$ cat config.mk
export PLATFORM = sky130hd
export DESIGN_NAME = udp_decoder_param
export DESIGN_NICKNAME = d
export VERILOG_FILES = /design/src/rtl/udp_pkg.sv /design/src/rtl/udp_csum_acc.sv /design/src/rtl/udp_decoder_param.sv
export SDC_FILE = /design/constraint.sdc
export NUM_CORES = 1
export LEC_CHECK = 0
export ABC_AREA = 0
export CAP_MARGIN = 20
export CORE_MARGIN = 2
export CORE_UTILIZATION = 46
export CTS_BUF_LIST = sky130_fd_sc_hd__clkbuf_4 sky130_fd_sc_hd__clkbuf_8
export DETAILED_ROUTE_END_ITERATION = 8
export GPL_ROUTABILITY_DRIVEN = 0
export PLACE_DENSITY = 0.7
export SLEW_MARGIN = 10
export SYNTH_ARGS = -nofsm -noshare
export SYNTH_HDL_FRONTEND = slang
export SYNTH_SLANG_ARGS = --single-unit
$ cat constraint.sdc
create_clock -name clk -period 15.8 [get_ports clk]
set_input_delay 1.58 -clock clk [delete_from_list [all_inputs] [get_ports clk]]
set_output_delay 1.58 -clock clk [all_outputs]
set_load 0.02 [all_outputs]
$ cat src/rtl/udp_pkg.sv
// Shared state encoding, error codes and the one's-complement fold used by the UDP decoder
// and its checksum accumulator.
package udp_pkg;

    typedef enum logic [2:0] {
        IDLE,
        HDR,
        PAYLOAD,
        CHECK,
        DROP
    } udp_state_e;

    localparam logic [1:0] ERR_NONE  = 2'd0;
    localparam logic [1:0] ERR_CSUM  = 2'd1;
    localparam logic [1:0] ERR_LEN   = 2'd2;
    localparam logic [1:0] ERR_ABORT = 2'd3;

    localparam logic [7:0] UDP_PROTO     = 8'h11;
    localparam int         UDP_HDR_BYTES = 8;

    // Two folds are always enough: the first leaves at most a 17-bit value.
    function automatic logic [15:0] ones_fold16(input logic [31:0] acc);
        logic [31:0] t;
        t = {16'h0000, acc[31:16]} + {16'h0000, acc[15:0]};
        t = {16'h0000, t[31:16]} + {16'h0000, t[15:0]};
        return t[15:0];
    endfunction

endpackage

$ cat src/rtl/udp_csum_acc.sv
// One's-complement checksum accumulator: seed, add a byte-masked stream word, fold.
// Shared between the UDP decoder and the planned encoder.
module udp_csum_acc
    import udp_pkg::*;
#(
    parameter int DATA_W = 32
) (
    input  logic                clk,
    input  logic                reset_n,
    input  logic                seed_en_i,
    input  logic [31:0]         seed_i,
    input  logic                add_en_i,
    input  logic [DATA_W-1:0]   word_i,
    input  logic [DATA_W/8-1:0] keep_i,
    output logic [DATA_W-1:0]   masked_o,
    output logic [15:0]         fold_o
);

    logic [31:0] acc_q, acc_d;
    logic [31:0] word_sum;

    // keep bit b guards byte b, so the MSB of keep lines up with the first byte on the wire
    always_comb begin
        masked_o = '0;
        for (int b = 0; b < DATA_W/8; b++) begin
            masked_o[8*b +: 8] = keep_i[b] ? word_i[8*b +: 8] : 8'h00;
        end
    end

    always_comb begin
        word_sum = '0;
        for (int h = 0; h < DATA_W/16; h++) begin
            word_sum = word_sum + {16'h0000, masked_o[16*h +: 16]};
        end
    end

    always_comb begin
        acc_d = acc_q;
        if (seed_en_i) begin
            acc_d = seed_i;
        end
        if (add_en_i) begin
            acc_d = (seed_en_i ? seed_i : acc_q) + word_sum;
        end
    end

    always_ff @(posedge clk or negedge reset_n) begin
        if (!reset_n) begin
            acc_q <= '0;
        end else begin
            acc_q <= acc_d;
        end
    end

    assign fold_o = ones_fold16(acc_q);

endmodule

$ cat src/rtl/udp_decoder_param.sv
// Parameterised UDP receive decoder (DATA_W 32 or 64): header capture, payload forwarding
// with keep flags, checksum verification. Optional UDP_PORT_FILTER_EN drops foreign ports.
module udp_decoder_param
    import udp_pkg::*;
#(
    parameter int          DATA_W     = 32,
    parameter int          MAX_LEN    = 1500,
    parameter logic [15:0] LOCAL_PORT = 16'h2694
) (
    input  logic                clk,
    input  logic                reset_n,
    input  logic                start,
    input  logic                data_valid,
    input  logic [DATA_W-1:0]   data,
    input  logic [31:0]         src_ip,
    input  logic [31:0]         dest_ip,
    input  logic [15:0]         len_udp,
    output logic [15:0]         src_port,
    output logic [15:0]         dest_port,
    output logic [15:0]         len_data,
    output logic [DATA_W-1:0]   data_udp,
    output logic [DATA_W/8-1:0] data_keep,
    output logic                wr_en,
    output logic                fin,
    output logic                ok,
    output logic [1:0]          err_code
);

    localparam int BYTES     = DATA_W / 8;
    localparam int HDR_WORDS = UDP_HDR_BYTES / BYTES;

    if (DATA_W != 32 && DATA_W != 64) begin : g_bad_width
        $error("udp_decoder_param: DATA_W must be 32 or 64");
    end

    udp_state_e        state_q, state_d;
    logic              hdr_cnt_q, hdr_cnt_d;
    logic [15:0]       bytes_left_q, bytes_left_d;
    logic [15:0]       csum_rx_q, csum_rx_d;
    logic [15:0]       src_port_q, src_port_d;
    logic [15:0]       dest_port_q, dest_port_d;
    logic [15:0]       len_data_q, len_data_d;
    logic [1:0]        drop_err_q, drop_err_d;
    logic [DATA_W-1:0] data_udp_q, data_udp_d;
    logic [BYTES-1:0]  data_keep_q, data_keep_d;
    logic              wr_en_q, wr_en_d, fin_q, fin_d, ok_q, ok_d;
    logic [1:0]        err_q, err_d;

    logic              seed_en, add_en, port_bad, len_bad, hdr_last, is_last_pay, csum_good;
    logic [47:0]       hdr_view;
    logic [15:0]       hdr_len, csum_fold;
    logic [1:0]        hdr_err;
    logic [31:0]       seed;
    logic [BYTES-1:0]  keep_last, add_keep;
    logic [DATA_W-1:0] masked;

    // hdr_view is {dest port, length, checksum} as seen on the final header word
    if (DATA_W == 64) begin : g_hdr64
        assign hdr_view = data[47:0];
    end else begin : g_hdr32
        assign hdr_view = {dest_port_q, data};
    end

`ifdef UDP_PORT_FILTER_EN
    assign port_bad = (hdr_view[47:32] != LOCAL_PORT);
`else
    logic unused_local_port;
    assign port_bad          = 1'b0;
    assign unused_local_port = ^LOCAL_PORT;
`endif

    assign hdr_len     = hdr_view[31:16];
    assign len_bad     = (hdr_len != len_udp) || (hdr_len < 16'(UDP_HDR_BYTES))
                         || (32'(hdr_len) > 32'(MAX_LEN));
    assign hdr_err     = len_bad ? ERR_LEN : ERR_ABORT;
    assign hdr_last    = (HDR_WORDS == 1) || (!start && hdr_cnt_q);
    assign is_last_pay = (bytes_left_q <= 16'(BYTES));
    assign csum_good   = (csum_fold == 16'hFFFF) || (csum_rx_q == 16'h0000);
    assign seed        = 32'(src_ip[31:16]) + 32'(src_ip[15:0]) + 32'(dest_ip[31:16])
                         + 32'(dest_ip[15:0]) + 32'(UDP_PROTO) + 32'(len_udp);

    always_comb begin
        keep_last = '0;
        for (int b = 0; b < BYTES; b++) begin
            keep_last[b] = (16'(BYTES - 1 - b) < bytes_left_q);
        end
    end

    assign seed_en  = data_valid && start;
    assign add_en   = data_valid && (start || state_q == HDR || state_q == PAYLOAD);
    assign add_keep = (state_q == PAYLOAD && !start && is_last_pay) ? keep_last : '1;

    udp_csum_acc #(.DATA_W(DATA_W)) u_csum (
        .clk       (clk),
        .reset_n   (reset_n),
        .seed_en_i (seed_en),
        .seed_i    (seed),
        .add_en_i  (add_en),
        .word_i    (data),
        .keep_i    (add_keep),
        .masked_o  (masked),
        .fold_o    (csum_fold)
    );

    always_comb begin
        state_d      = state_q;
        hdr_cnt_d    = hdr_cnt_q;
        bytes_left_d = bytes_left_q;
        csum_rx_d    = csum_rx_q;
        src_port_d   = src_port_q;
        dest_port_d  = dest_port_q;
        len_data_d   = len_data_q;
        drop_err_d   = drop_err_q;
        data_udp_d   = data_udp_q;
        data_keep_d  = data_keep_q;
        wr_en_d      = 1'b0;
        fin_d        = 1'b0;
        ok_d         = 1'b0;
        err_d        = ERR_NONE;

        // CHECK always closes its datagram, even when a new start shares the cycle
        if (state_q == CHECK) begin
            fin_d   = 1'b1;
            ok_d    = csum_good;
            err_d   = csum_good ? ERR_NONE : ERR_CSUM;
            state_d = IDLE;
        end else if (data_valid && start && state_q != IDLE) begin
            fin_d = 1'b1;
            err_d = ERR_ABORT;
        end

        if (data_valid && (start || state_q == HDR)) begin
            if (start) begin
                src_port_d  = data[DATA_W-1 -: 16];
                dest_port_d = data[DATA_W-17 -: 16];
            end
            if (hdr_last) begin
                hdr_cnt_d  = 1'b0;
                csum_rx_d  = hdr_view[15:0];
                len_data_d = (hdr_len < 16'(UDP_HDR_BYTES)) ? 16'h0000
                             : hdr_len - 16'(UDP_HDR_BYTES);
                if (len_bad || port_bad) begin
                    drop_err_d = hdr_err;
                    if (len_udp > 16'(UDP_HDR_BYTES)) begin
                        state_d      = DROP;
                        bytes_left_d = len_udp - 16'(UDP_HDR_BYTES);
                    end else begin
                        state_d = IDLE;
                        fin_d   = 1'b1;
                        ok_d    = 1'b0;
                        err_d   = hdr_err;
                    end
                end else if (hdr_len == 16'(UDP_HDR_BYTES)) begin
                    state_d = CHECK;
                end else begin
                    state_d      = PAYLOAD;
                    bytes_left_d = hdr_len - 16'(UDP_HDR_BYTES);
                end
            end else begin
                state_d   = HDR;
                hdr_cnt_d = 1'b1;
            end
        end else if (data_valid && state_q == PAYLOAD) begin
            wr_en_d     = 1'b1;
            data_udp_d  = masked;
            data_keep_d = add_keep;
            if (is_last_pay) begin
                state_d = CHECK;
            end else begin
                bytes_left_d = bytes_left_q - 16'(BYTES);
            end
        end else if (data_valid && state_q == DROP) begin
            if (is_last_pay) begin
                state_d = IDLE;
                fin_d   = 1'b1;
                err_d   = drop_err_q;
            end else begin
                bytes_left_d = bytes_left_q - 16'(BYTES);
            end
        end
    end

    always_ff @(posedge clk or negedge reset_n) begin
        if (!reset_n) begin
            state_q      <= IDLE;
            hdr_cnt_q    <= 1'b0;
            bytes_left_q <= '0;
            csum_rx_q    <= '0;
            src_port_q   <= '0;
            dest_port_q  <= '0;
            len_data_q   <= '0;
            drop_err_q   <= ERR_NONE;
            data_udp_q   <= '0;
            data_keep_q  <= '0;
            wr_en_q      <= 1'b0;
            fin_q        <= 1'b0;
            ok_q         <= 1'b0;
            err_q        <= ERR_NONE;
        end else begin
            state_q      <= state_d;
            hdr_cnt_q    <= hdr_cnt_d;
            bytes_left_q <= bytes_left_d;
            csum_rx_q    <= csum_rx_d;
            src_port_q   <= src_port_d;
            dest_port_q  <= dest_port_d;
            len_data_q   <= len_data_d;
            drop_err_q   <= drop_err_d;
            data_udp_q   <= data_udp_d;
            data_keep_q  <= data_keep_d;
            wr_en_q      <= wr_en_d;
            fin_q        <= fin_d;
            ok_q         <= ok_d;
            err_q        <= err_d;
        end
    end

    assign src_port  = src_port_q;
    assign dest_port = dest_port_q;
    assign len_data  = len_data_q;
    assign data_udp  = data_udp_q;
    assign data_keep = data_keep_q;
    assign wr_en     = wr_en_q;
    assign fin       = fin_q;
    assign ok        = ok_q;
    assign err_code  = err_q;

endmodule

== Word level (Yosys, flattened, before mapping) ==
Cells that the tools add are included.
Storage, ports and cells
  register bits: 158
  bits in latches: 0
  bits in writable memories: 0
  ROM bits: 0
  input port bits: 116
  word-level logic and storage cells: 122
  memories: 0
Operators by class
  $add $sub $neg: 12
  multiply operators: 0
  divide/modulo/power cells: 0
  magnitude comparators: 8
  eq/ne operators: 10
  shift-type cells: 0
  muxes and demuxes: 53
  bitwise operators: 1
  reductions and logical operators: 23
Operator list (number)
  two-way mux 16 bit: 9
  two-way mux 32 bit: 2
  adder 16 x 16 -> 17 bit: 3
  adder 32 bit: 1
  less-than comparator 1 x 16 -> 1 bit, first input constant: 2
  less-than comparator 2 x 16 -> 1 bit, first input constant: 2
  two-way mux 8 bit: 4
  subtractor 16 x 4 -> 16 bit, second input constant: 2
  two-way mux 3 bit: 9
  adder 20 x 16 -> 21 bit: 1
  adder 19 x 5 -> 20 bit, second input constant: 1
  adder 18 x 16 -> 19 bit: 1
  two-way mux 1 bit: 19
  adder 17 x 16 -> 18 bit: 1
  two-way mux 2 bit: 9
  adder 16 bit: 1
  == test 16 bit, second input constant: 1
  == test 16 x 4 -> 1 bit, second input constant: 1
  greater-than comparator 16 x 11 -> 1 bit, second input constant: 1
  greater-than comparator 16 x 4 -> 1 bit, second input constant: 1
  <= comparator 16 x 3 -> 1 bit, second input constant: 1
  logical NOT 16 bit: 1
  less-than comparator 16 x 4 -> 1 bit, second input constant: 1
  != test 16 bit: 1
  other kinds (16): 32

== Longest topological paths before layout ==
  depth in word-level cells: 10
  mapped depth: 27
  mapped depth without buffers: 27

== By module ==
From an unflattened synthesis, not the netlist that was laid out.
Second synthesis, totals
  cells, all modules: 1383
  area total of the unflattened synthesis: 12411.9 sq um
By module, submodules not included
  udp_decoder_param: instances 1, cells an instance 930, area each 8339.2 sq um
  udp_csum_acc: instances 1, cells an instance 453, area each 4072.7 sq um

== Least setup slack after synthesis ==
Ideal clock, no wire load.
  kind: input port to flip-flop
  from: input src_ip[2]
  to: register u_csum.acc_q[26]
  library setup time: 0.132 ns
  data arrival time: 6.791 ns
  required time: 15.668 ns
  setup slack: 8.878 ns
  stages on the path: 25
  path buffers: 0
  cells stage by stage: inv_1 -> fa_1 -> inv_1 -> fa_1 -> inv_1 -> fa_1 -> inv_1 -> ha_1 -> fa_1 -> a211oi_1 -> nor2_1 -> o31ai_1 -> nand2b_1 -> a21oi_1 -> xor2_1 -> o21ai_0 -> ha_1 -> o21a_1 -> o21a_1 -> nor2_1 -> a211oi_1 -> o21ai_0 -> a2111oi_0 -> xnor2_1 -> nor2_1
Between the ends
  word-level cells in the longest chain between the ends: 8
RTL lines
  start: declaration: line udp_decoder_param.sv:15  | input logic [31:0] src_ip,
  adder 16 x 16 -> 17 bit: line udp_decoder_param.sv:79  | assign seed = 32'(src_ip[31:16]) + 32'(src_ip[15:0]) + 32'(dest_ip[31:16])
  adder 17 x 16 -> 18 bit: line udp_decoder_param.sv:79
  adder 18 x 16 -> 19 bit: line udp_decoder_param.sv:80  | + 32'(dest_ip[15:0]) + 32'(UDP_PROTO) + 32'(len_udp);
  adder 19 x 5 -> 20 bit: line udp_decoder_param.sv:80
  adder 20 x 16 -> 21 bit: line udp_decoder_param.sv:80
  two-way mux 32 bit
  adder 32 bit: line udp_csum_acc.sv:43  | acc_d = (seed_en_i ? seed_i : acc_q) + word_sum;
  two-way mux 32 bit: line udp_csum_acc.sv:42  | if (add_en_i) begin
  named net u_csum.acc_d[26]: line udp_csum_acc.sv:19  | logic [31:0] acc_q, acc_d;
  end signal: assignment: line udp_csum_acc.sv:49  | acc_q <= '0;
  end signal: assignment: line udp_csum_acc.sv:51  | acc_q <= acc_d;
  end: declaration: line udp_csum_acc.sv:19
The timed path passes the listed nets, and every way through them passes these cells.
A chain may end at the register's enable or synchronous reset.

== Final worst setup path ==
  from: input len_udp[4]
  to: register u_csum.acc_q[26]
Between the ends
  word-level cells in the longest chain between the ends: 4
RTL lines
  start: declaration: line udp_decoder_param.sv:17  | input logic [15:0] len_udp,
  adder 20 x 16 -> 21 bit: line udp_decoder_param.sv:80
  two-way mux 32 bit
  adder 32 bit: line udp_csum_acc.sv:43
  two-way mux 32 bit: line udp_csum_acc.sv:42
  named net u_csum.acc_d[26]: line udp_csum_acc.sv:19
The timed path passes the listed nets, and every way through them passes these cells.

==> qor.csv <==
metric;value;unit
DRC viols;0;
max cap viols;0;
Reg clk slew, reported paths;90;ps
final setup fails;0;
pre-CTS WS;7710;ps
clk_skew;14.6;ps
Syn Std Cell Area;12500;sq um
leakage;7.10;nW
core box area;26800;sq um
port buffer count;204;
CP required;16140;ps
post-DP HPWL;27900;um
final core occ;56.9;%
Core Rows;60;
slowest CP cell;clkdlybuf4s50_1;
GRT Total Usage;25.2;%
vias per cell;5.58;
P&R area growth vs syn;22.0;%
PD cells;135;nW/um^2
Die X;169;um
clock latency on the worst-skew pair;480;ps
global route total overflow;0;
Cell Chain, Critical Path;clkdlybuf4s50_1 > inv_1 > fa_1 > inv_1 > fa_1 > fa_1 > ha_1 > and3_1 > a2111oi_4 > a21boi_0 > o21ai_0 > nand2b_1 > a21oi_1 > xor2_1 > o21ai_0 > ha_1 > o21a_1 > nor2_1 > a211oi_1 > o21ai_0 > a2111oi_0 > xnor2_1 > nor2_1;
worst rel slew slack;41.8;%
initial antenna violation count;0;
worst slew pin tran;874;ps
Die Height;169;um
total number of vias;11091;
Syn Area/Cell;8.62;sq um
DR pass1 iterations;5;
Synth top area share;31.6;%
WP buf/inv;3;
CTS tree;built;
vias in the first global route;10863;
CP Max Fanout;5;
Commonest cells post-synth;nand2_1 (263), dfrtp_1 (158), inv_1 (127), nor2_1 (90), ha_1 (88);
fraction of layout cells with a size suffix above 1;6.50;%
status;complete, no violations;
CP max stage delay;580;ps
Diodes inserted;0;
first-pass GRT wire length;57100;um
Peak VDD IR;0.0780;mV
#FFs+latches synth;158;
syn_nets;1705;
final max-slew violation count;0;
family with the most delay on the worst path;compound AO/OA/AOI/OAI gates;
post_cts resized;0;
RSZ-0062 raised after global routing;false;
H-tree Lvls;4;
Synth async-reset ratio;100;%
fin crit share;48.3;%
Starting Density;46.6;%
most common cell in the synthesized netlist;nand2_1;
Root Buffer;clkbuf_8;
total die area;28500;sq um
area leader, netlist;dfrtp_1;
Final WS setup;8170;ps
CTS buffer count;17;
number of clock sinks;158;
Layout Nets;1887;
post-route ant nets;0;
Post-Syn Instances;1450;
Fill cells;2400;
Tightest Hold Check Type;register to register;
number of flops mapped to enable cells by yosys;0;
unique cell type count in the Yosys netlist;76;
Worst Path Arrival;7970;ps
Main synth FF type;dfrtp_1;
final hold viol count;0;
Max Freq;0.131;GHz
min Tclk post-route;7630;ps
CTS hold repair buffers;0;
number of DRC markers in iteration 0;720;
startpoint types;input pin;
Setup crit end kind;register;
Clock Tree Buf Depth;2;
post-synthesis sequential area ratio;31.6;%
largest net degree at the start of global routing;95;
Area contributors post-synth;dfrtp_1 (32%), ha_1 (8.8%), fa_1 (8.2%);
synth warn;0;
num ports;205;
setup repair bufs after CTS;0;
kind of critical path;input pin to register;
TNS Setup;0;ps
DRT Wirelength;35200;um
drt wl/cell;17.7;um
## per-layer routing
| layer | share of wire (%) | global-route usage [%] | up-vias |
|---|---|---|---|
| met5 | 0 | 0 | - |
| met4 | 2.1 | 6.37 | 0 |
| met3 | 4.9 | 3.48 | 54 |
| met2 | 48 | 42.4 | 338 |
| met1 | 45 | 34.6 | 5377 |
| li1 | - | - | 5322 |
## worst min-delay path: stages, from the launching register on
cell and delay (ps):
dfrtp_1 350, nand2_1 50, nand2_1 50
## logic make-up (layout without fill, tap and decap cells)
kind of cell / Yosys count / count (layout) / synth area share, %
AND/OR/NAND/NOR: 559 / 559 / 21.2
adder cells (fa/ha/maj): 139 / 139 / 17.0
buffers and inverters: 176 / 371 / 5.43
XOR/XNOR: 78 / 78 / 5.47
multiplexers: 40 / 40 / 3.53
flip-flops: 158 / 158 / 31.6
AO/OA/AOI/OAI: 300 / 300 / 15.8
## cell type report
type / instances / area, sq um / share of cell area, %
multi-input cells: 1116 / 7870 / 51.6
clock inverters: 13 / 140 / 0.919
flip-flops and latches: 158 / 3950 / 25.9
clock buffers: 19 / 262 / 1.71
well taps: 341 / 427 / 2.80
inverters: 127 / 477 / 3.13
repair buffers: 212 / 2120 / 13.9
## per-stage QoR
step	cell area (sq um)	cells	hold WS, ps	total power [W]
2_1_floorplan	12500	1450	437	0.00139
3_5_place_dp	14800	1953	457	0.00173
6_report	15300	1986	474	0.00205
3_3_place_gp	14800	1953	451	0.00170
4_1_cts	15200	1985	480	0.00206
5_1_grt	15300	1986	498	0.00222
## placed cells by master (no fill, tap or decap), types with 7 or more instances in the layout
cell type	n
nand4_1	11
a31oi_1	8
mux2i_1	7
o21a_1	16
clkdlybuf4s50_1	203
a21oi_1	84
inv_1	127
nand2b_1	18
fa_1	51
nand2_1	262
or2_2	7
or3_1	9
buf_4	7
dfrtp_1	158
nor3_1	24
nand3_1	27
clkbuf_8	19
o31ai_1	11
ha_1	88
nor2b_1	27
xnor2_1	42
a22o_1	7
o21ai_0	77
and2_1	19
mux2_2	33
xor2_1	36
a211oi_1	14
nor2_1	90
nor4_1	22
a21o_1	16
and3_1	14
## state kept, by name, indices dropped and copies added (netlist names)
register	count
data_keep	4
src_port	16
err_code	2
dest_port	16
state_q	3
ok	1
fin	1
hdr_cnt_q	1
bytes_left_q	16
u_csum.acc_q	32
data_udp	32
csum_rx_q	16
drop_err_q	1
len_data	16
wr_en	1
## worst paths after layout
| path | startpoint | endpoint | slack [ps] | cells after the start |
|---|---|---|---|---|
| worst min-delay path | csum_rx_q[11] | csum_rx_q[11] | 470 | 2 |
| max in group asynchronous | reset_n | data_keep[3] | 13200 | 2 |
| worst min register to register | csum_rx_q[11] | csum_rx_q[11] | 470 | 2 |
| min in group asynchronous | reset_n | dest_port[1] | 1190 | 1 |
| worst max register to register | bytes_left_q[2] | u_csum.acc_q[31] | 8660 | 25 |
| worst max-delay path | len_udp[4] | u_csum.acc_q[26] | 8170 | 23 |
## report_power, final
| part | internal (W) | switching, W | total [W] |
|---|---|---|---|
| Sequential | 0.000502 | 0.0000940 | 0.000596 |
| Clock | 0.000139 | 0.000177 | 0.000316 |
| Combinational | 0.000490 | 0.000649 | 0.00114 |
| Total | 0.00113 | 0.000920 | 0.00205 |
Power figures use the tool's default switching activity.
